File: config.mk
export PLATFORM = sky130hd
export DESIGN_NAME = fetch_resp_queue
export DESIGN_NICKNAME = d
export VERILOG_FILES = /design/src/rtl/fetch_resp_queue_pkg.sv /design/src/rtl/fetch_q_fifo.sv /design/src/rtl/fetch_resp_queue_chk.sv /design/src/rtl/fetch_resp_queue.sv
export SDC_FILE = /design/constraint.sdc
export NUM_CORES = 1
export LEC_CHECK = 0
export BUFFER_PORTS_ARGS = -buffer_cell sky130_fd_sc_hd__clkbuf_2
export CAP_MARGIN = 20
export CORE_MARGIN = 2
export CORE_UTILIZATION = 54
export CTS_CLUSTER_SIZE = 20
export DETAILED_ROUTE_END_ITERATION = 6
export HOLD_SLACK_MARGIN = 0.12
export PLACE_DENSITY = 0.76
export SLEW_MARGIN = 20
export SYNTH_ARGS = -nofsm -noshare
export SYNTH_HDL_FRONTEND = slang
export SYNTH_SLANG_ARGS = --single-unit
File: constraint.sdc
create_clock -name clk_i -period 2.3 [get_ports clk_i]
set_clock_uncertainty 0.1 [all_clocks]
set_input_delay 0.23 -clock clk_i [delete_from_list [all_inputs] [get_ports clk_i]]
set_output_delay 0.23 -clock clk_i [all_outputs]
set_load 0.02 [all_outputs]
File: src/rtl/fetch_resp_queue_pkg.sv
// Shared types and default constants for the fetch response queue.
// The optional same-cycle bypass is enabled by FETCH_RESP_QUEUE_BYPASS_EN.
package fetch_resp_queue_pkg;

  localparam int PHY_VIRT_MAX_ADDR_SIZE = 40;
  localparam int FETCH_Q_DEPTH          = 4;
  localparam int FETCH_Q_MAX_INFLIGHT   = 2;

  // Layout of one queue entry; the queue stores it packed as {pc, instr, pf}.
  typedef struct packed {
    logic [PHY_VIRT_MAX_ADDR_SIZE-1:0] pc;
    logic [31:0]                       instr;
    logic                              pf;
  } fetch_q_entry_t;

  typedef enum logic [0:0] {
    FQ_RUN   = 1'b0,
    FQ_DRAIN = 1'b1
  } fetch_q_state_t;

  // A faulting fetch carries no usable instruction, so its word is zeroed.
  function automatic logic [31:0] fq_mask_instr(input logic [31:0] instr,
                                                input logic        pf);
    return pf ? 32'd0 : instr;
  endfunction

endpackage

File: src/rtl/fetch_q_fifo.sv
// Generic synchronous FIFO with a synchronous flush that empties it.
// A push into a full FIFO is accepted only when a pop happens in the same cycle.
module fetch_q_fifo #(
  parameter int WIDTH = 8,
  parameter int DEPTH = 4,
  localparam int AW = (DEPTH > 1) ? $clog2(DEPTH) : 1,
  localparam int CW = $clog2(DEPTH) + 1
) (
  input  logic             clk_i,
  input  logic             rstn_i,
  input  logic             flush_i,
  input  logic             push_i,
  input  logic [WIDTH-1:0] din_i,
  input  logic             pop_i,
  output logic [WIDTH-1:0] dout_o,
  output logic [CW-1:0]    count_o
);

  logic [WIDTH-1:0] mem_r [DEPTH];
  logic [AW-1:0]    head_r;
  logic [AW-1:0]    tail_r;
  logic [CW-1:0]    count_r;
  logic             do_pop_s;
  logic             do_push_s;

  function automatic logic [AW-1:0] inc_ptr(input logic [AW-1:0] p);
    return (p == AW'(DEPTH - 1)) ? {AW{1'b0}} : (p + AW'(1));
  endfunction

  assign do_pop_s  = pop_i && (count_r != {CW{1'b0}});
  assign do_push_s = push_i && ((count_r != CW'(DEPTH)) || do_pop_s);
  assign dout_o    = mem_r[head_r];
  assign count_o   = count_r;

  // Entry storage: cleared on reset so nothing stale is ever presented
  always_ff @(posedge clk_i or negedge rstn_i) begin
    if (!rstn_i) begin
      for (int i = 0; i < DEPTH; i++) begin
        mem_r[i] <= {WIDTH{1'b0}};
      end
    end else if (do_push_s && !flush_i) begin
      mem_r[tail_r] <= din_i;
    end
  end

  // Head/tail pointers and occupancy; flush wins over push and pop
  always_ff @(posedge clk_i or negedge rstn_i) begin
    if (!rstn_i) begin
      head_r  <= {AW{1'b0}};
      tail_r  <= {AW{1'b0}};
      count_r <= {CW{1'b0}};
    end else if (flush_i) begin
      head_r  <= {AW{1'b0}};
      tail_r  <= {AW{1'b0}};
      count_r <= {CW{1'b0}};
    end else begin
      if (do_push_s) begin
        tail_r <= inc_ptr(tail_r);
      end
      if (do_pop_s) begin
        head_r <= inc_ptr(head_r);
      end
      count_r <= count_r + CW'(do_push_s) - CW'(do_pop_s);
    end
  end

endmodule

File: src/rtl/fetch_resp_queue_chk.sv
// Protocol checker for the fetch response queue: illegal responses,
// overflow of the entry queue and requests issued without credit.
module fetch_resp_queue_chk (
  input logic clk_i,
  input logic rstn_i,
  input logic run_i,
  input logic resp_valid_i,
  input logic inflight_zero_i,
  input logic enq_i,
  input logic queue_full_i,
  input logic deq_pop_i,
  input logic req_fire_i,
  input logic credit_ok_i
);

  a_resp_without_request: assert property (@(posedge clk_i) disable iff (!rstn_i)
    !(run_i && resp_valid_i && inflight_zero_i))
    else $error("fetch_resp_queue: response with no request in flight");

  a_enqueue_when_full: assert property (@(posedge clk_i) disable iff (!rstn_i)
    !(enq_i && queue_full_i && !deq_pop_i))
    else $error("fetch_resp_queue: response arrived with the queue full");

  // The flush term is left out: a request already accepted by the cache in
  // the flush cycle is legal and simply gets killed.
  a_request_without_credit: assert property (@(posedge clk_i) disable iff (!rstn_i)
    req_fire_i |-> (run_i && credit_ok_i))
    else $error("fetch_resp_queue: request issued without credit");

endmodule

File: src/rtl/fetch_resp_queue.sv
// Fetch response queue: pairs instruction-cache responses with their request
// PCs, buffers them towards decode, grants request credit and drops responses
// of flushed requests. Define FETCH_RESP_QUEUE_BYPASS_EN to let a response
// reach decode in its arrival cycle when the queue is empty.
module fetch_resp_queue
  import fetch_resp_queue_pkg::*;
#(
  parameter int DEPTH        = FETCH_Q_DEPTH,
  parameter int MAX_INFLIGHT = FETCH_Q_MAX_INFLIGHT,
  parameter int PC_WIDTH     = PHY_VIRT_MAX_ADDR_SIZE
) (
  input  logic                       clk_i,
  input  logic                       rstn_i,
  input  logic                       req_fire_i,
  input  logic [PC_WIDTH-1:0]        req_pc_i,
  input  logic                       resp_valid_i,
  input  logic [31:0]                resp_data_i,
  input  logic                       resp_pf_i,
  input  logic                       flush_i,
  output logic                       req_allow_o,
  output logic                       deq_valid_o,
  input  logic                       deq_ready_i,
  output logic [PC_WIDTH-1:0]        deq_pc_o,
  output logic [31:0]                deq_instr_o,
  output logic                       deq_pf_o,
  output logic [$clog2(DEPTH):0]     count_o,
  output logic                       drop_pulse_o
);

  localparam int CW = $clog2(DEPTH) + 1;
  localparam int IW = $clog2(MAX_INFLIGHT) + 1;
  localparam int KW = $clog2(MAX_INFLIGHT + 2);
  localparam int EW = PC_WIDTH + 33;

  localparam logic [0:0] ST_RUN   = FQ_RUN;
  localparam logic [0:0] ST_DRAIN = FQ_DRAIN;

  logic [0:0]          state_r;
  logic [0:0]          state_n;
  logic [KW-1:0]       kill_cnt_r;
  logic [KW-1:0]       kill_n;
  logic                drop_pulse_s;
  logic [IW-1:0]       inflight_s;
  logic [PC_WIDTH-1:0] head_pc_s;
  logic [CW-1:0]       count_s;
  logic [EW-1:0]       q_head_s;
  logic [EW-1:0]       entry_in_s;
  logic                run_s;
  logic                resp_ok_s;
  logic                credit_ok_s;
  logic                enq_s;
  logic                bypass_s;
  logic                q_push_s;
  logic                q_pop_s;

  assign run_s       = (state_r == ST_RUN);
  assign resp_ok_s   = resp_valid_i && (inflight_s != {IW{1'b0}});
  assign credit_ok_s = ((int'(count_s) + int'(inflight_s)) < DEPTH) &&
                       (int'(inflight_s) < MAX_INFLIGHT);
  assign req_allow_o = run_s && credit_ok_s && !flush_i;
  assign enq_s       = run_s && resp_ok_s && !flush_i;
  assign entry_in_s  = {head_pc_s, fq_mask_instr(resp_data_i, resp_pf_i), resp_pf_i};

`ifdef FETCH_RESP_QUEUE_BYPASS_EN
  assign bypass_s = enq_s && (count_s == {CW{1'b0}});
`else
  assign bypass_s = 1'b0;
`endif

  assign q_push_s     = enq_s && !(bypass_s && deq_ready_i);
  assign q_pop_s      = (count_s != {CW{1'b0}}) && deq_ready_i;
  assign count_o      = count_s;
  assign drop_pulse_o = drop_pulse_s;

  // PCs of issued-but-unanswered requests, in issue order
  fetch_q_fifo #(
    .WIDTH (PC_WIDTH),
    .DEPTH (MAX_INFLIGHT)
  ) u_inflight_fifo (
    .clk_i   (clk_i),
    .rstn_i  (rstn_i),
    .flush_i (flush_i),
    .push_i  (req_fire_i && run_s),
    .din_i   (req_pc_i),
    .pop_i   (resp_ok_s),
    .dout_o  (head_pc_s),
    .count_o (inflight_s)
  );

  // Completed {pc, instr, pf} entries waiting for decode
  fetch_q_fifo #(
    .WIDTH (EW),
    .DEPTH (DEPTH)
  ) u_entry_fifo (
    .clk_i   (clk_i),
    .rstn_i  (rstn_i),
    .flush_i (flush_i),
    .push_i  (q_push_s),
    .din_i   (entry_in_s),
    .pop_i   (q_pop_s),
    .dout_o  (q_head_s),
    .count_o (count_s)
  );

  // Decode-side view: queue head, or the arriving response when bypassing
  always_comb begin
    deq_valid_o = (count_s != {CW{1'b0}});
    deq_pc_o    = q_head_s[EW-1 -: PC_WIDTH];
    deq_instr_o = q_head_s[32:1];
    deq_pf_o    = q_head_s[0];
    if (bypass_s) begin
      deq_valid_o = 1'b1;
      deq_pc_o    = head_pc_s;
      deq_instr_o = fq_mask_instr(resp_data_i, resp_pf_i);
      deq_pf_o    = resp_pf_i;
    end else begin
      deq_valid_o = (count_s != {CW{1'b0}});
    end
  end

  // Flush/drain sequencing: how many killed responses remain to be discarded
  always_comb begin
    state_n      = state_r;
    kill_n       = kill_cnt_r;
    drop_pulse_s = 1'b0;
    case (state_r)
      ST_RUN: begin
        if (flush_i) begin
          kill_n       = KW'(inflight_s) + KW'(req_fire_i) - KW'(resp_ok_s);
          drop_pulse_s = resp_ok_s;
          if (kill_n != {KW{1'b0}}) begin
            state_n = ST_DRAIN;
          end else begin
            state_n = ST_RUN;
          end
        end else begin
          kill_n  = {KW{1'b0}};
          state_n = ST_RUN;
        end
      end
      ST_DRAIN: begin
        if (resp_valid_i && (kill_cnt_r != {KW{1'b0}})) begin
          kill_n       = kill_cnt_r - KW'(1);
          drop_pulse_s = 1'b1;
          if (kill_n == {KW{1'b0}}) begin
            state_n = ST_RUN;
          end else begin
            state_n = ST_DRAIN;
          end
        end else begin
          state_n = ST_DRAIN;
        end
      end
      default: begin
        state_n = ST_RUN;
        kill_n  = {KW{1'b0}};
      end
    endcase
  end

  // State and kill counter registers
  always_ff @(posedge clk_i or negedge rstn_i) begin
    if (!rstn_i) begin
      state_r    <= ST_RUN;
      kill_cnt_r <= {KW{1'b0}};
    end else begin
      state_r    <= state_n;
      kill_cnt_r <= kill_n;
    end
  end

  fetch_resp_queue_chk u_chk (
    .clk_i           (clk_i),
    .rstn_i          (rstn_i),
    .run_i           (run_s),
    .resp_valid_i    (resp_valid_i),
    .inflight_zero_i (inflight_s == {IW{1'b0}}),
    .enq_i           (enq_s),
    .queue_full_i    (count_s == CW'(DEPTH)),
    .deq_pop_i       (q_pop_s),
    .req_fire_i      (req_fire_i),
    .credit_ok_i     (credit_ok_s)
  );

endmodule

; ---- Word-level counts from Yosys, hierarchy flattened
; Index checks and enable logic that the tools add are counted.
[word_totals]
ff_bits = 386
in_bits = 79
output_inout_bits = 79
wordCells = 111
[classes]
add_sub_neg = 12
order_cmp = 8
eq_ne = 5
mux = 38
bitwise_logic = 5
reduce_logical = 29
[ops]
columns = operator, count
row1 = bitwise mux 292 bit, 1
row2 = 2-to-1 mux 73 bit, 3
row3 = 2-to-1 mux 40 bit, 4
row4 = binary-select mux 73 bit (select 2 bit), 1
row5 = demux 73 bit (select 2 bit), 1
row6 = bitwise mux 80 bit, 1
row7 = demux 40 bit (select 1 bit), 1
row8 = 2-to-1 mux 32 bit, 1
row9 = 2-to-1 mux 2 bit, 9
row10 = logical AND 1 bit, 17
row11 = nonzero test 2 bit, 7
row12 = 2-to-1 mux 1 bit, 12
row13 = ">= comparator 3 bit, second input constant", 2
row14 = inverter 2 -> 3 bit, 2
row15 = adder 2 x 1 -> 2 bit, 2
row16 = "adder 2 x 1 -> 2 bit, second input constant", 2
row17 = adder 3 x 2 -> 4 bit, 1
row18 = "equality test 2 bit, second input constant", 2
row19 = ">= comparator 2 bit, second input constant", 2
row20 = "less-than comparator 4 x 3 -> 1 bit, second input constant", 1
row21 = inverter 1 -> 2 bit, 2
row22 = case mux 1 bit (2 select lines), 2
row23 = case mux 2 bit (2 select lines), 1
row24 = subtractor 2 x 1 -> 2 bit, 2
row25 = 16 further kinds, 18

; ---- Longest topological paths before layout
; Gate-level depths: netlist of the first run.
[logic_depth]
depth_word = 8
depth_mapped = 9
ltp_nobuf = 9

; ---- By module
; A second synthesis of the first run with hierarchy kept.
[unflattened]
cells_unflattened = 1058
area_unflattened_um2 = 17518.1
[by_module_without_submodules]
columns = module, instances, cells_per_inst, area_each_um2, seq_area_each_um2
row1 = fetch_q_fifo (u_entry_fifo), 1, 751, 13130.1, 7482.2
row2 = fetch_q_fifo (u_inflight_fifo), 1, 236, 3858.7, 2102.0
row3 = fetch_resp_queue, 1, 71, 529.3, 75.1

; ---- Least setup slack after synthesis of the first run
; OpenSTA, ideal clock, no wires.
[synth_path]
path_kind = register -> register
from = register u_entry_fifo.count_r[1], in the netlist u_entry_fifo.count_o[1]
to = register u_entry_fifo.count_r[2], in the netlist u_entry_fifo.count_o[2]
setup_ps = 86
arrival_ps = 2144
required_ps = 2114
path_slack_ps = -30
stages_incl_launch_ff = 10
n_path_buf = 0
period_less_slack_ps = 2330
cell_sequence = dfrtp_1 > o31a_1 > ha_1 > inv_1 > ha_1 > inv_1 > fa_1 > xor2_1 > and2_1 > nor3_1
[synth_via]
elab_chain_cells = 8
word_cells_on_any_way = 9
classes_between = add/sub (2) / eq/ne (1) / mux (1) / reduce/logical (5)
[synth_lines]
columns = item, line_no
row1 = from (decl), fetch_q_fifo.sv:22  ; logic [CW-1:0] count_r;
row2 = from (signal assigned), fetch_q_fifo.sv:51  ; count_r <= {CW{1'b0}};
row3 = from (signal assigned), fetch_q_fifo.sv:55  ; count_r <= {CW{1'b0}};
row4 = from (signal assigned), fetch_q_fifo.sv:63  ; count_r <= count_r + CW'(do_push_s) - CW'(do_pop_s);
row5 = nonzero test 3 bit, "fetch_q_fifo.sv:30, fetch_resp_queue.sv:71"
row6 = logical AND 1 bit, fetch_resp_queue.sv:71  ; assign q_pop_s = (count_s != {CW{1'b0}}) && deq_ready_i;
row7 = logical AND 1 bit, fetch_q_fifo.sv:30  ; assign do_pop_s = pop_i && (count_r != {CW{1'b0}});
row8 = logical OR 1 bit, fetch_q_fifo.sv:31  ; assign do_push_s = push_i && ((count_r != CW'(DEPTH)) || do_pop_s);
row9 = logical AND 1 bit, fetch_q_fifo.sv:31
row10 = adder 3 x 1 -> 3 bit, fetch_q_fifo.sv:63
row11 = subtractor 3 x 1 -> 3 bit *, fetch_q_fifo.sv:63
row12 = 2-to-1 mux 3 bit *, fetch_q_fifo.sv:52  ; end else if (flush_i) begin
; Every way passes the cells marked *; elsewhere a longest branch is shown, timed or not.
; A chain may end at the register's enable or synchronous reset.

; ---- Worst setup path after layout of the first run
[layout_path]
from = register u_entry_fifo.head_r[0]
to = output deq_instr_o[19]
[layout_via]
elab_chain_cells = 4
[layout_lines]
columns = item, line_no
row1 = from (decl), fetch_q_fifo.sv:20  ; logic [AW-1:0] head_r;
row2 = from (signal assigned), fetch_q_fifo.sv:49  ; head_r <= {AW{1'b0}};
row3 = from (signal assigned), fetch_q_fifo.sv:53  ; head_r <= {AW{1'b0}};
row4 = from (signal assigned), fetch_q_fifo.sv:61  ; head_r <= inc_ptr(head_r);
row5 = inverter 2 -> 3 bit (implied by the code), fetch_q_fifo.sv:32  ; assign dout_o = mem_r[head_r];
row6 = binary-select mux 73 bit (select 2 bit), fetch_q_fifo.sv:32
row7 = 2-to-1 mux 73 bit (implied by the code) (2 in series), fetch_q_fifo.sv:32
row8 = to (decl), fetch_resp_queue.sv:24  ; output logic [31:0] deq_instr_o,
; Every way passes these cells. The select of a mux whose other input is x is not followed.

==> flow_summary.rst, run 1 <==
.. list-table::
   :header-rows: 1

   * - Metric
     - Value
   * - Max-slew headroom
     - around two thirds
   * - Number of non-filler instances in the completed layout
     - roughly 1800
   * - Outcome
     - finished with violations
   * - Post-route ant nets
     - 0
   * - Final wirelength
     - around 37 mm
   * - Initial DRC count
     - just under 400
   * - Antenna violations before repair
     - 3
   * - Yosys synthesis warning count
     - 0
   * - Post-CTS clock slew at the launch and capture registers of the worst setup and hold paths
     - approximately 0.060 ns
   * - Wire length of the first global-routing pass
     - 60.3 mm
   * - Share of the clock period used by the worst path after layout
     - 103%
   * - Horizontal die dimension
     - roughly 180 um
   * - Largest net degree at the start of global routing
     - between 70 and 80
   * - Core ar.
     - between 0.03 and 0.04 sq mm
   * - H-tree depth
     - 2
   * - CTS tree
     - done
   * - Cell area after technology mapping
     - around 0.017 sq mm
   * - Clock Tree Buf Depth
     - 3
   * - VDD IR max
     - 683 uV
   * - Effective utilization at floorplan
     - a little under three fifths
   * - Violations in the final reports
     - setup timing
   * - Vias per Instance
     - 5.62
   * - Dpl hpwl
     - 22.8 mm
   * - Die Y-Extent
     - between 150 and 200 um
   * - Standard cell with the maximum stage delay on the critical path
     - mux4_2
   * - Kind of path behind the tightest hold check
     - input port to asynchronous set/reset pin
   * - Total I/O pin count
     - approximately 160
   * - Total count of hold-check failures in the final report
     - 0
   * - Mean cell area of the mapped netlist
     - between 15 and 20 sq um
   * - Final count of negative-setup-slack endpoints
     - 60
   * - Largest driver fanout on the critical path
     - 10
   * - Gate count after technology mapping
     - 1054
   * - Leakage power
     - 10.9 nW
   * - Unrepaired setup endpoints after global routing
     - true
   * - Fin. max-slew vios
     - 0
   * - Total power divided by cell area
     - 1030 mW/mm^2
   * - Total number of nets in the final design
     - 1421
   * - Clock Latency Late Sink
     - between 0.5 and 0.6 ns
   * - Drt pass-1 iters
     - 6
   * - Flops & latches, synth
     - 386
   * - Post-Place Worst Slack
     - -0.0140 ns
   * - Transition time at the pin with the least slew margin
     - between 0.4 and 0.5 ns
   * - CTS sink cnt
     - 386
   * - Gr ovfl total
     - 0
   * - Via count of the first global-routing pass
     - about 11000
   * - Count of maximum capacitance violations
     - 0
   * - GRT Util Overall
     - between 20% and 30%
   * - Count of cell types in the netlist
     - 41
   * - Area Growth Syn to Fin
     - 23.7%
   * - Routed vias
     - between 9000 and 10000
   * - Rows
     - 65
   * - Register area share after synthesis
     - 55.4%
   * - Layout cell share with drive strength beyond 1
     - between 30% and 40%
   * - Fin area
     - between 0.02 and 0.025 sq mm
   * - Worst path cell trace
     - buf_12, buf_16, mux4_2, buf_2
   * - Die area
     - roughly 0.034 sq mm
   * - Average wire per standard cell
     - roughly 21 um
   * - Final Critical Period
     - 2.36 ns
   * - Synth Net Count
     - between 1000 and 1500
   * - Post-Place Cells
     - ~1600
   * - Achievable frequency
     - between 0.4 and 0.5 GHz
   * - Biggest cell delay along the critical path
     - roughly 0.53 ns
   * - Number of port buffers
     - 157
   * - Required time of the worst setup path
     - just under 2 ns
   * - Critical Path Start Type
     - flip-flop
   * - Area after DPL
     - about 0.019 sq mm
   * - Remaining DRCs
     - 0
   * - Final WS setup
     - -0.0602 ns
   * - Kind of end point of the critical path
     - output port
   * - Routability Congestion
     - just over 0.7
   * - Data arrival, critical path
     - 2.03 ns
   * - Root buffer selected by CTS
     - clkbuf_16
   * - Num CTS Buffers
     - 43
   * - Post-Route Setup TNS
     - -1.53 ns
   * - Type of the setup path with the least slack
     - flip-flop to output port
## registers in the layout, summed over array words and instances, names as in the netlist
register and count:
kill_cnt_r 2, state_r 1, u_entry_fifo.count_o 3, u_entry_fifo.head_r 2
u_entry_fifo.mem_r 292, u_entry_fifo.tail_r 2, u_inflight_fifo.count_o 2, u_inflight_fifo.head_r 1
u_inflight_fifo.mem_r 80, u_inflight_fifo.tail_r 1
## metrics by stage
stage	hold slack, ns	utilization [%]	total power [W]
2_1_floorplan	-0.166	-	0.0129
3_3_place_gp	0.104	59.9	0.0147
3_5_place_dp	0.107	59.9	0.0149
4_1_cts	0.122	67.3	0.0222
5_1_grt	0.152	68.1	0.0233
6_report	0.121	68.1	0.0221
## synth_stat cells (all sizes together)
| cell | instances | area share, % |
|---|---|---|
| nand2b | 2 | 0.11 |
| xor2 | 3 | 0.15 |
| nor3b | 2 | 0.086 |
| o311ai | 1 | 0.050 |
| nor3 | 3 | 0.086 |
| a21bo | 1 | 0.057 |
| o31a | 1 | 0.050 |
| ha | 13 | 0.93 |
| clkbuf | 15 | 0.32 |
| nand2 | 1 | 0.022 |
| xnor3 | 1 | 0.13 |
| buf | 53 | 2.5 |
| and3 | 1 | 0.036 |
| o31ai | 1 | 0.043 |
| o21ai | 4 | 0.14 |
| nor4b | 6 | 0.42 |
| inv | 12 | 0.26 |
| nor2b | 35 | 1.3 |
| or4 | 3 | 0.13 |
| mux4 | 73 | 9.4 |
| and2 | 2 | 0.072 |
| a31oi | 1 | 0.036 |
| or2 | 2 | 0.072 |
| dfrtp | 386 | 55 |
| mux2 | 413 | 28 |
| xnor2 | 3 | 0.15 |
| nor2 | 8 | 0.17 |
| a21oi | 5 | 0.14 |
| fa | 1 | 0.11 |
| or3 | 2 | 0.072 |
## layer usage
metal  global-route usage (%)  wire (um)
met1                     31.1      16600
met2                     38.8      18900
met3                     3.72       1250
met4                     5.15        665
met5                        0          0
## power breakdown
part | total (W) | internal [W] | switching, W | leakage (nW)
clock | 0.00662 | 0.00398 | 0.00264 | 0.686
sequential | 0.00872 | 0.00804 | 0.000678 | 5.23
combinational | 0.00681 | 0.00353 | 0.00328 | 4.97
## critical path: cells and delay by family, from the launching register on
kind / cells / cell delay [ns]
DFF: 1 / 0.43
buffers and inverters: 3 / 0.52
muxes: 1 / 0.53
## worst paths after layout
kind                                           start                   endpoint  slack (ns)  cells after the start
max                           u_entry_fifo.head_r[0]            deq_instr_o[19]       -0.06                      4
min                                           rstn_i    u_entry_fifo.mem_r[129]        0.12                      2
max reg2reg                                  state_r    u_entry_fifo.mem_r[288]        0.02                      7
min reg2reg                u_inflight_fifo.mem_r[34]  u_inflight_fifo.mem_r[34]        0.38                      1
max in group asynchronous                     rstn_i    u_entry_fifo.mem_r[175]        1.19                      3
min in group clk_i                   resp_data_i[10]    u_entry_fifo.mem_r[157]        0.13                      3
## layout make-up
class                           count  area [sq um]
Antenna cell                        3          7.51
Clock buffer                       63          1290
Clock inverter                      9          85.1
Fill cell                        2145         10100
Inverter                           12          45.0
Multi-Input combinational cell    588          7310
Sequential cell                   386          9670
Tap cell                          402           503
Timing Repair Buffer              297          2640
## cell usage in the layout (no fill, tap or decap), types with 3 or more instances in the layout
cell type / count
a21oi_1: 5
buf_12: 22
buf_16: 5
buf_2: 23
buf_4: 39
buf_6: 19
buf_8: 7
clkbuf_1: 7
clkbuf_16: 46
clkbuf_2: 104
clkbuf_4: 6
clkbuf_8: 12
clkinv_2: 6
dfrtp_1: 381
dfrtp_2: 3
diode_2: 3
dlygate4sd3_1: 69
ha_1: 12
inv_1: 10
mux2_1: 372
mux2_4: 40
mux4_2: 73
nor2_1: 8
nor2b_1: 34
nor4b_4: 4
xnor2_1: 3
xor2_1: 3
## logic make-up (layout without fill, tap and decap cells)
| group | Yosys count | in the layout | synth area share (%) |
|---|---|---|---|
| xor+xnor | 7 | 7 | 0.431 |
| flops | 386 | 386 | 55.4 |
| buf+inv | 80 | 381 | 3.10 |
| mux | 486 | 486 | 37.0 |
| compound gates | 14 | 14 | 0.517 |
| simple gates | 67 | 67 | 2.54 |
| fa+ha+maj | 14 | 14 | 1.05 |
| other cells | 0 | 3 | 0 |
## repair_timing
| action | CTS | global route |
|---|---|---|
| setup endpoints to repair | 89 | 150 |
| buffers inserted | 14 | 2 |
| gates cloned | 2 | 3 |
| hold endpoints to repair | 555 | 0 |
| pin swaps | 2 | 3 |
| hold buffers | 69 | 0 |
| gates resized for setup | 27 | 92 |
Note: power is estimated with default switching activity, not from simulation.
==> run 2: changes to the inputs <==
--- a/config.mk
+++ b/config.mk
@@ -16,4 +16,5 @@
 export SLEW_MARGIN = 20
 export SYNTH_ARGS = -nofsm -noshare
 export SYNTH_HDL_FRONTEND = slang
+export SYNTH_HIERARCHICAL = 1
 export SYNTH_SLANG_ARGS = --single-unit
==> run 2 against run 1 <==
The run still ends with setup timing left. Final area increased by 1.2%. Flip-flop and latch count unchanged. Synthesized cell count rose by 0.38%. Total power down 13%. Utilization up 0.65 points. Critical path type is now flip-flop to flip-flop. Critical endpoint is now u_entry_fifo/count_o[2].
==> flow_summary.rst, run 2 <==
.. list-table::
   :header-rows: 1

   * - Metric
     - Value
   * - Outcome
     - finished with violations
   * - Violations in the final reports
     - setup timing
   * - Data arrival, critical path
     - 3.07 ns (+1.04 ns)
   * - Number of non-filler instances in the completed layout
     - 1777 (+0.97%)
   * - Leakage power
     - 10.5 nW (-3.4%)
   * - Count of cell types in the netlist
     - 45 (+9.8%)
   * - Yosys synthesis warning count
     - 6 (+6)
   * - Internal portion of total power
     - 0.0141 W (-9.3%)
   * - Worst r2r src
     - u_entry_fifo/count_o[0]
   * - Fraction of power spent switching nets
     - 27.2% (-2.6 points)
   * - Largest driver fanout on the critical path
     - 2 (-8)
   * - Gate count after technology mapping
     - 1058 (+0.38%)
   * - Total power divided by cell area
     - 888 mW/mm^2 (-14%)
   * - Achievable frequency
     - 0.367 GHz (-13%)
   * - Final-layout fill cell count
     - 2130 (-0.70%)
   * - Area after DPL
     - 0.0190 sq mm (+0.33%)
   * - Fin. max-slew vios
     - 0 (unchanged)
   * - CTS sink cnt
     - 386 (unchanged)
   * - Number of enable flip-flop cells after synthesis
     - 0 (unchanged)
   * - VDD IR max
     - 709 uV (+3.9%)
   * - Number of port buffers
     - 157 (unchanged)
   * - Average wire per standard cell
     - 22.6 um (+6.4%)
   * - Commonest cells in the synthesized netlist
     - dfrtp_1 (386), mux2_2 (373), mux4_2 (73)
   * - Leading post-synthesis cells by cell area
     - dfrtp_1 (55%), mux2_2 (24%), mux4_2 (9.4%)
   * - Register area share after synthesis
     - 55.1% (-0.26 points)
   * - Antenna violations before repair
     - 1 (-2)
   * - Largest net degree at the start of global routing
     - 82 (+12%)
   * - Effective utilization at floorplan
     - 55.2% (+0.12 points)
   * - GRT Util Overall
     - 23.7% (+0.88 points)
   * - Kind of path behind the tightest hold check
     - input port to flip-flop
   * - Clock Latency Late Sink
     - 0.53 ns (about the same)
   * - Clock Tree Buf Depth
     - 3 (unchanged)
   * - Max-slew headroom
     - 35.1% (-32 points)
   * - CTS tree
     - done
   * - Synth Net Count
     - 1151 (+0.35%)
   * - Fin area
     - 0.0218 sq mm (+1.2%)
   * - Type of the setup path with the least slack
     - flip-flop to flip-flop
   * - Required time of the worst setup path
     - 2.64 ns (+0.67 ns)
   * - Remaining DRCs
     - 0 (unchanged)
   * - Layout cell share with drive strength beyond 1
     - 59.4% (+28 points)
   * - Kind of end point of the critical path
     - flip-flop
   * - Yosys top cell by area
     - dfrtp_1
   * - Critical Path Start Type
     - flip-flop
   * - Post-route ant nets
     - 0 (unchanged)
   * - Most used cells in the layout excluding fill and tap cells
     - dfrtp_1 (380), mux2_2 (372), clkbuf_2 (121)
   * - Number of cells on the worst reg-to-reg path
     - 12 (+5)
   * - Largest register FFs
     - 292 (unchanged)
   * - Post-Place Cells
     - 1600 (+0.31%)
   * - Flops & latches, synth
     - 386 (unchanged)
   * - Routability Congestion
     - 0.725 (+0.35%)
   * - Final count of negative-setup-slack endpoints
     - 353 (+490%)
   * - H-tree depth
     - 2 (unchanged)
   * - Wire length of the first global-routing pass
     - 61.8 mm (+2.6%)
   * - Area Growth Syn to Fin
     - 24.6%
   * - Mean cell area of the mapped netlist
     - 16.6 sq um (about the same)
   * - Transition time at the pin with the least slew margin
     - 0.970 ns (+0.480 ns)
   * - Sequential share of power
     - 43.4% (+4.0 points)
   * - Gate power share
     - 22.6% (-8.2 points)
   * - Num CTS Buffers
     - 41 (-4.7%)
   * - Final wirelength
     - 40.1 mm (+7.4%)
   * - Total I/O pin count
     - 158 (unchanged)
   * - Rows
     - 65 (unchanged)
   * - Die Y-Extent
     - 184 um (+0.23%)
   * - Yosys top cell area share
     - 55.1% (-0.26 points)
   * - Horizontal die dimension
     - 184 um (+0.23%)
   * - Asr flop ratio synth
     - 100% (unchanged)
   * - Post-CTS clock slew at the launch and capture registers of the worst setup and hold paths
     - 0.06 ns (about the same)
   * - Worst hold path endpoint
     - u_inflight_fifo/count_o[0]
   * - Routed vias
     - 10100 (+2.1%)
   * - Primary FF master, synth
     - dfrtp_1
   * - Sw Pwr
     - 0.00527 W (-20%)
   * - Vias per Instance
     - 5.68 (+1.1%)
   * - Gr ovfl total
     - 0 (unchanged)
   * - Dpl hpwl
     - 22.0 mm (-3.3%)
   * - Drt pass-1 iters
     - 4 (-2)
   * - Most common library cell in the layout ignoring fill and taps
     - dfrtp_1
   * - Initial DRC count
     - 531 (+35%)
   * - Final standard cell utilization of the core
     - 68.8% (+0.65 points)
   * - Core ar.
     - 0.0317 sq mm (+0.26%)
   * - Clock power share
     - 34.0% (+4.1 points)
   * - Capture point of the worst reg-to-reg path
     - u_entry_fifo/count_o[2]
   * - Die area
     - 0.0339 sq mm (+0.46%)
   * - Total count of hold-check failures in the final report
     - 0 (unchanged)
   * - Unrepaired setup endpoints after global routing
     - true
   * - Count of maximum capacitance violations
     - 0 (unchanged)
   * - Share of the clock period used by the worst path after layout
     - 119% (+16 points)
   * - Startpoint of the tightest hold check path
     - flush_i
   * - Hold-critical path depth
     - 3
   * - Root buffer selected by CTS
     - clkbuf_16
   * - Cell area after technology mapping
     - 0.0175 sq mm (+0.47%)
   * - Final Critical Period
     - 2.73 ns (+0.368 ns)
   * - Register-to-Register Setup Slack
     - -0.43 ns (-0.45 ns)
   * - Total number of nets in the final design
     - 1436 (+1.1%)
   * - Final WS setup
     - -0.428 ns (-0.368 ns)
   * - Most numerous cell in the Yosys netlist
     - dfrtp_1
   * - Register with the most flip-flops
     - u_entry_fifo/mem_r
   * - Via count of the first global-routing pass
     - 11000 (-0.27%)
==> run 2: cell types whose count changed after synthesis, moves of 4 or more <==
cell	before	now
mux2_1	372	0
buf_2	15	19
buf_6	26	17
clkbuf_8	0	9
buf_4	7	0
nand2_1	1	6
buf_12	0	4
mux2_2	1	373
==> run 2: worst max-delay path by stage <==
| stage | startpoint | endpoint | slack [ns] | cells past startpoint |
|---|---|---|---|---|
| after CTS | u_entry_fifo/count_o[0] | u_entry_fifo/count_o[2] | -0.41 | 12 |
| after global routing | u_entry_fifo/count_o[0] | u_entry_fifo/count_o[2] | -0.49 | 12 |
| after global placement | u_entry_fifo/count_o[0] | u_entry_fifo/count_o[2] | -0.37 | 12 |
| after floorplan | u_entry_fifo/count_o[0] | u_entry_fifo/count_o[2] | -0.73 | 12 |
| after detailed placement | u_entry_fifo/count_o[0] | u_entry_fifo/count_o[2] | -0.43 | 12 |
| final | u_entry_fifo/count_o[0] | u_entry_fifo/count_o[2] | -0.43 | 12 |
==> run 2: kinds of logic after synthesis <==
family	count (synthesis)	synth area share, %
muxes	488	36.9
DFF	386	55.1
buffers and inverters	78	3.42
and+or+nand+nor	72	2.66
AOI/OAI and AO/OA	15	0.586
adders and majority gates	14	1.04
xor gates and xnor gates	5	0.250
==> run 2: final cells by class <==
cell class	count	area, sq um	area share, %
Sequential cell	386	9670	44.3
Multi-Input combinational cell	594	7350	33.7
Timing Repair Buffer	308	2900	13.3
Clock buffer	66	1250	5.74
Tap cell	402	503	2.31
Clock inverter	8	93.8	0.430
Inverter	12	45.0	0.206
Antenna cell	1	2.50	0.0115
==> run 2: metal layers <==
layer | up-vias | global-route usage, % | part of all wire (%)
met3 | 57 | 4.19 | 4.2
met2 | 198 | 39.1 | 49
li1 | 4469 | - | -
met1 | 5375 | 33.0 | 45
met4 | 0 | 5.73 | 1.9
met5 | - | 0 | 0
==> run 2: what timing repair did <==
item / 4_1_cts / 5_1_grt
pin swaps: 2 / 2
endpoints found under the setup margin: 363 / 420
gates cloned: 9 / 14
gates resized for setup: 17 / 57
endpoints found under the hold margin: 399 / 2
setup buffers: 8 / 8
hold buffers: 63 / 1
==> run 2: worst max-delay path, stage by stage, from the launching register on <==
cell	delay, ns
dfrtp_2	0.40
or3_4	0.39
and2_4	0.16
nor4b_4	0.25
nand2b_4	0.19
ha_4	0.19
inv_2	0.06
ha_4	0.11
inv_2	0.03
fa_2	0.32
xor2_1	0.15
and2_1	0.16
nor3_1	0.12
==> run 2: power by group through the flow <==
stage / logic (W) / clock network (W) / registers (W)
6_report: 0.00439 / 0.00658 / 0.00841
5_1_grt: 0.00471 / 0.00703 / 0.00854
4_1_cts: 0.00439 / 0.00669 / 0.00840
3_5_place_dp: 0.00424 / 0 / 0.00850
3_3_place_gp: 0.00414 / 0 / 0.00843
2_1_floorplan: 0.00300 / 0 / 0.00832
==> run 2: metrics by stage <==
step / setup TNS (ns) / total power, W / hold WS (ns) / setup WS (ns)
global placement: -19.99 / 0.0126 / 0.0671 / -0.374
CTS: -45.60 / 0.0195 / 0.0608 / -0.411
global route: -73.79 / 0.0203 / 0.120 / -0.493
floorplan: -22.74 / 0.0113 / -0.166 / -0.726
finish: -45.60 / 0.0194 / 0.0829 / -0.428
detailed placement: -27.42 / 0.0127 / 0.0701 / -0.434
==> run 3: changes to the inputs <==
--- a/config.mk
+++ b/config.mk
@@ -13,8 +13,8 @@
 export DETAILED_ROUTE_END_ITERATION = 6
 export HOLD_SLACK_MARGIN = 0.12
 export PLACE_DENSITY = 0.76
+export REMOVE_ABC_BUFFERS = 1
 export SLEW_MARGIN = 20
 export SYNTH_ARGS = -nofsm -noshare
 export SYNTH_HDL_FRONTEND = slang
-export SYNTH_HIERARCHICAL = 1
 export SYNTH_SLANG_ARGS = --single-unit
==> run 3 against run 2 <==
The flow still finishes with violations (setup timing). Combinational power grew 62%. Critical endpoint is now deq_pc_o[33]. Via count shrank 1.6%. Non-clock buffer count shrank 22. Register-to-register slack gained 0.46 ns.
==> flow_summary.rst, run 3 (same netlist as run 1, synthesis figures left out) <==
.. list-table::
   :header-rows: 1

   * - Metric
     - Value
   * - Count of maximum capacitance violations
     - 0 (unchanged)
   * - Achievable frequency
     - 0.417 GHz (+14%)
   * - Root buffer selected by CTS
     - clkbuf_16
   * - Final wirelength
     - 37.7 mm (-5.9%)
   * - Routability Congestion
     - 0.764 (+5.4%)
   * - Total count of hold-check failures in the final report
     - 0 (unchanged)
   * - Horizontal die dimension
     - 184 um (-0.23%)
   * - Total number of nets in the final design
     - 1408 (-1.9%)
   * - Via count of the first global-routing pass
     - 11100 (+0.95%)
   * - Antenna violations before repair
     - 2 (+1)
   * - CTS sink cnt
     - 386 (unchanged)
   * - Transition time at the pin with the least slew margin
     - 0.600 ns (-0.370 ns)
   * - Rows
     - 65 (unchanged)
   * - Worst path cell trace
     - buf_12, buf_12, buf_16, mux4_2, buf_6
   * - Most used cells in the layout excluding fill and tap cells
     - dfrtp_1 (383), mux2_1 (372), clkbuf_2 (98)
   * - Die area
     - 0.0337 sq mm (-0.46%)
   * - Type of the setup path with the least slack
     - flip-flop to output port
   * - Most common library cell in the layout ignoring fill and taps
     - dfrtp_1
   * - Register with the most flip-flops
     - u_entry_fifo.mem_r
   * - Required time of the worst setup path
     - 1.97 ns (-0.67 ns)
   * - Violations in the final reports
     - setup timing
   * - Dominant cell type by count on the critical path
     - buf_12
   * - Number of non-filler instances in the completed layout
     - 1751 (-1.5%)
   * - Fin. max-slew vios
     - 0 (unchanged)
   * - Leakage power
     - 10.8 nW (+2.9%)
   * - Initial DRC count
     - 430 (-19%)
   * - Drt pass-1 iters
     - 6 (+2)
   * - Final Critical Period
     - 2.40 ns (-0.331 ns)
   * - Total power divided by cell area
     - 1040 mW/mm^2 (+17%)
   * - Sw Pwr
     - 0.00681 W (+29%)
   * - Total I/O pin count
     - 158 (unchanged)
   * - Die Y-Extent
     - 184 um (-0.23%)
   * - Largest register FFs
     - 292 (unchanged)
   * - Kind of path behind the tightest hold check
     - input port to flip-flop
   * - Effective utilization at floorplan
     - 55.1% (-0.12 points)
   * - Post-Place Cells
     - 1586 (-0.88%)
   * - Layout cell share with drive strength beyond 1
     - 30.9% (-29 points)
   * - Sequential share of power
     - 39.0% (-4.4 points)
   * - Critical Path Start Type
     - flip-flop
   * - Post-route ant nets
     - 0 (unchanged)
   * - Largest driver fanout on the critical path
     - 6 (+4)
   * - Clock Latency Late Sink
     - 0.53 ns (about the same)
   * - Average wire per standard cell
     - 21.6 um (-4.5%)
   * - Post-Route Setup TNS
     - -2.30 ns (+43.30 ns)
   * - Final standard cell utilization of the core
     - 67.8% (-1.0 points)
   * - Area Growth Syn to Fin
     - 23.0%
   * - Number of port buffers
     - 157 (unchanged)
   * - Dpl hpwl
     - 22.0 mm (about the same)
   * - Biggest cell delay along the critical path
     - 0.50 ns (+0.10 ns)
   * - Routed vias
     - 9936 (-1.6%)
   * - Outcome
     - finished with violations
   * - Kind of end point of the critical path
     - output port
   * - H-tree depth
     - 2 (unchanged)
   * - Max-slew headroom
     - 60.0% (+25 points)
   * - Wire length of the first global-routing pass
     - 60.4 mm (-2.3%)
   * - Standard cell with the maximum stage delay on the critical path
     - dfrtp_4
   * - Fraction of power spent switching nets
     - 30.4% (+3.2 points)
   * - Vias per Instance
     - 5.67 (-0.15%)
   * - Post-CTS clock slew at the launch and capture registers of the worst setup and hold paths
     - 0.06 ns (about the same)
   * - Num CTS Buffers
     - 41 (unchanged)
   * - Unrepaired setup endpoints after global routing
     - true
   * - Share of the clock period used by the worst path after layout
     - 104% (-14 points)
   * - Final count of negative-setup-slack endpoints
     - 51 (-86%)
   * - Largest net degree at the start of global routing
     - 67 (-18%)
   * - Final WS setup
     - -0.0966 ns (+0.331 ns)
   * - Core ar.
     - 0.0316 sq mm (-0.26%)
   * - Internal portion of total power
     - 0.0155 W (+10%)
   * - Gate power share
     - 31.9% (+9.3 points)
   * - Remaining DRCs
     - 0 (unchanged)
   * - CTS tree
     - done
   * - Clock power share
     - 29.1% (-4.9 points)
   * - Clock Tree Buf Depth
     - 3 (unchanged)
   * - Gr ovfl total
     - 0 (unchanged)
   * - Data arrival, critical path
     - 2.07 ns (-1.00 ns)
   * - VDD IR max
     - 645 uV (-9.0%)
   * - GRT Util Overall
     - 22.9% (-0.73 points)
run 3: cell types whose count changed in the layout (fill, tap and decap cells not counted), sizes merged, moves of 2 or more:
cell,before,now
a211o,2,0
and2b,2,0
or2,0,2
clkbuf,196,159
nand2,6,1
nand3,2,0
dlygate4sd3,63,71
nor4b,4,6
mux2i,2,0
clkinv,5,12
clkinvlp,0,2
or4,1,3
run 3: layout make-up:
type	instances	area [sq um]
Fill cell	2115	10200
Sequential cell	386	9670
Multi-Input combinational cell	588	7320
Timing Repair Buffer	286	2560
Clock buffer	58	1170
Tap cell	402	503
Clock inverter	17	166
Inverter	12	45.0
Antenna cell	2	5.00
run 3: metrics by stage:
step / total power [W] / area (sq um) / hold slack, ns / setup slack, ns
final: 0.0224 / 21400 / 0.130 / -0.0966
after global routing: 0.0235 / 21400 / 0.150 / -0.143
after CTS: 0.0222 / 21200 / 0.121 / -0.129
after detailed placement: 0.0150 / 18900 / 0.146 / 0.0533
after global placement: 0.0148 / 18900 / 0.146 / 0.0748
after floorplan: 0.0128 / 16900 / -0.166 / -7.13
run 3: worst paths after layout:
check                      slack, ns                 endpoint               startpoint  cells past startpoint
min in group asynchronous       0.16  u_entry_fifo.mem_r[238]                   rstn_i                      2
hold reg to reg                 0.38   u_entry_fifo.mem_r[90]   u_entry_fifo.mem_r[90]                      1
hold / removal                  0.13   u_entry_fifo.tail_r[0]             resp_valid_i                      4
setup / recovery                -0.1             deq_pc_o[33]   u_entry_fifo.head_r[0]                      5
max in group asynchronous       1.17  u_entry_fifo.mem_r[122]                   rstn_i                      3
setup reg to reg                0.03  u_entry_fifo.count_o[2]  u_entry_fifo.count_o[1]                     10
run 3: repair_timing:
action                                 4_1_cts  5_1_grt
pin swaps                                    3        2
gates resized for setup                     27      105
hold buffers                                71        0
setup endpoints to repair                   71      131
setup buffers                                7        6
endpoints found under the hold margin      557        0
cloned                                       4        1
run 3: per-layer routing:
| metal | vias up | global-route usage (%) | routed length (um) |
|---|---|---|---|
| met5 | - | 0 | 0 |
| met4 | 0 | 6.37 | 864 |
| met3 | 63 | 3.74 | 1360 |
| met2 | 188 | 38.7 | 18700 |
| met1 | 5302 | 31.1 | 16800 |
| li1 | 4383 | - | - |
run 3: critical path: cells and delay by family, from the launching register on:
kind	cells	cell delay (ns)
multiplexers	1	0.45
buffers and inverters	4	0.58
flip-flops	1	0.50
run 3: power groups by stage:
stage          registers, W  logic [W]  clock network, W
6_report            0.00873    0.00712           0.00650
5_1_grt             0.00886    0.00767           0.00693
4_1_cts             0.00872    0.00682           0.00663
3_5_place_dp        0.00880    0.00617                 0
3_3_place_gp        0.00873    0.00604                 0
2_1_floorplan       0.00897    0.00388                 0
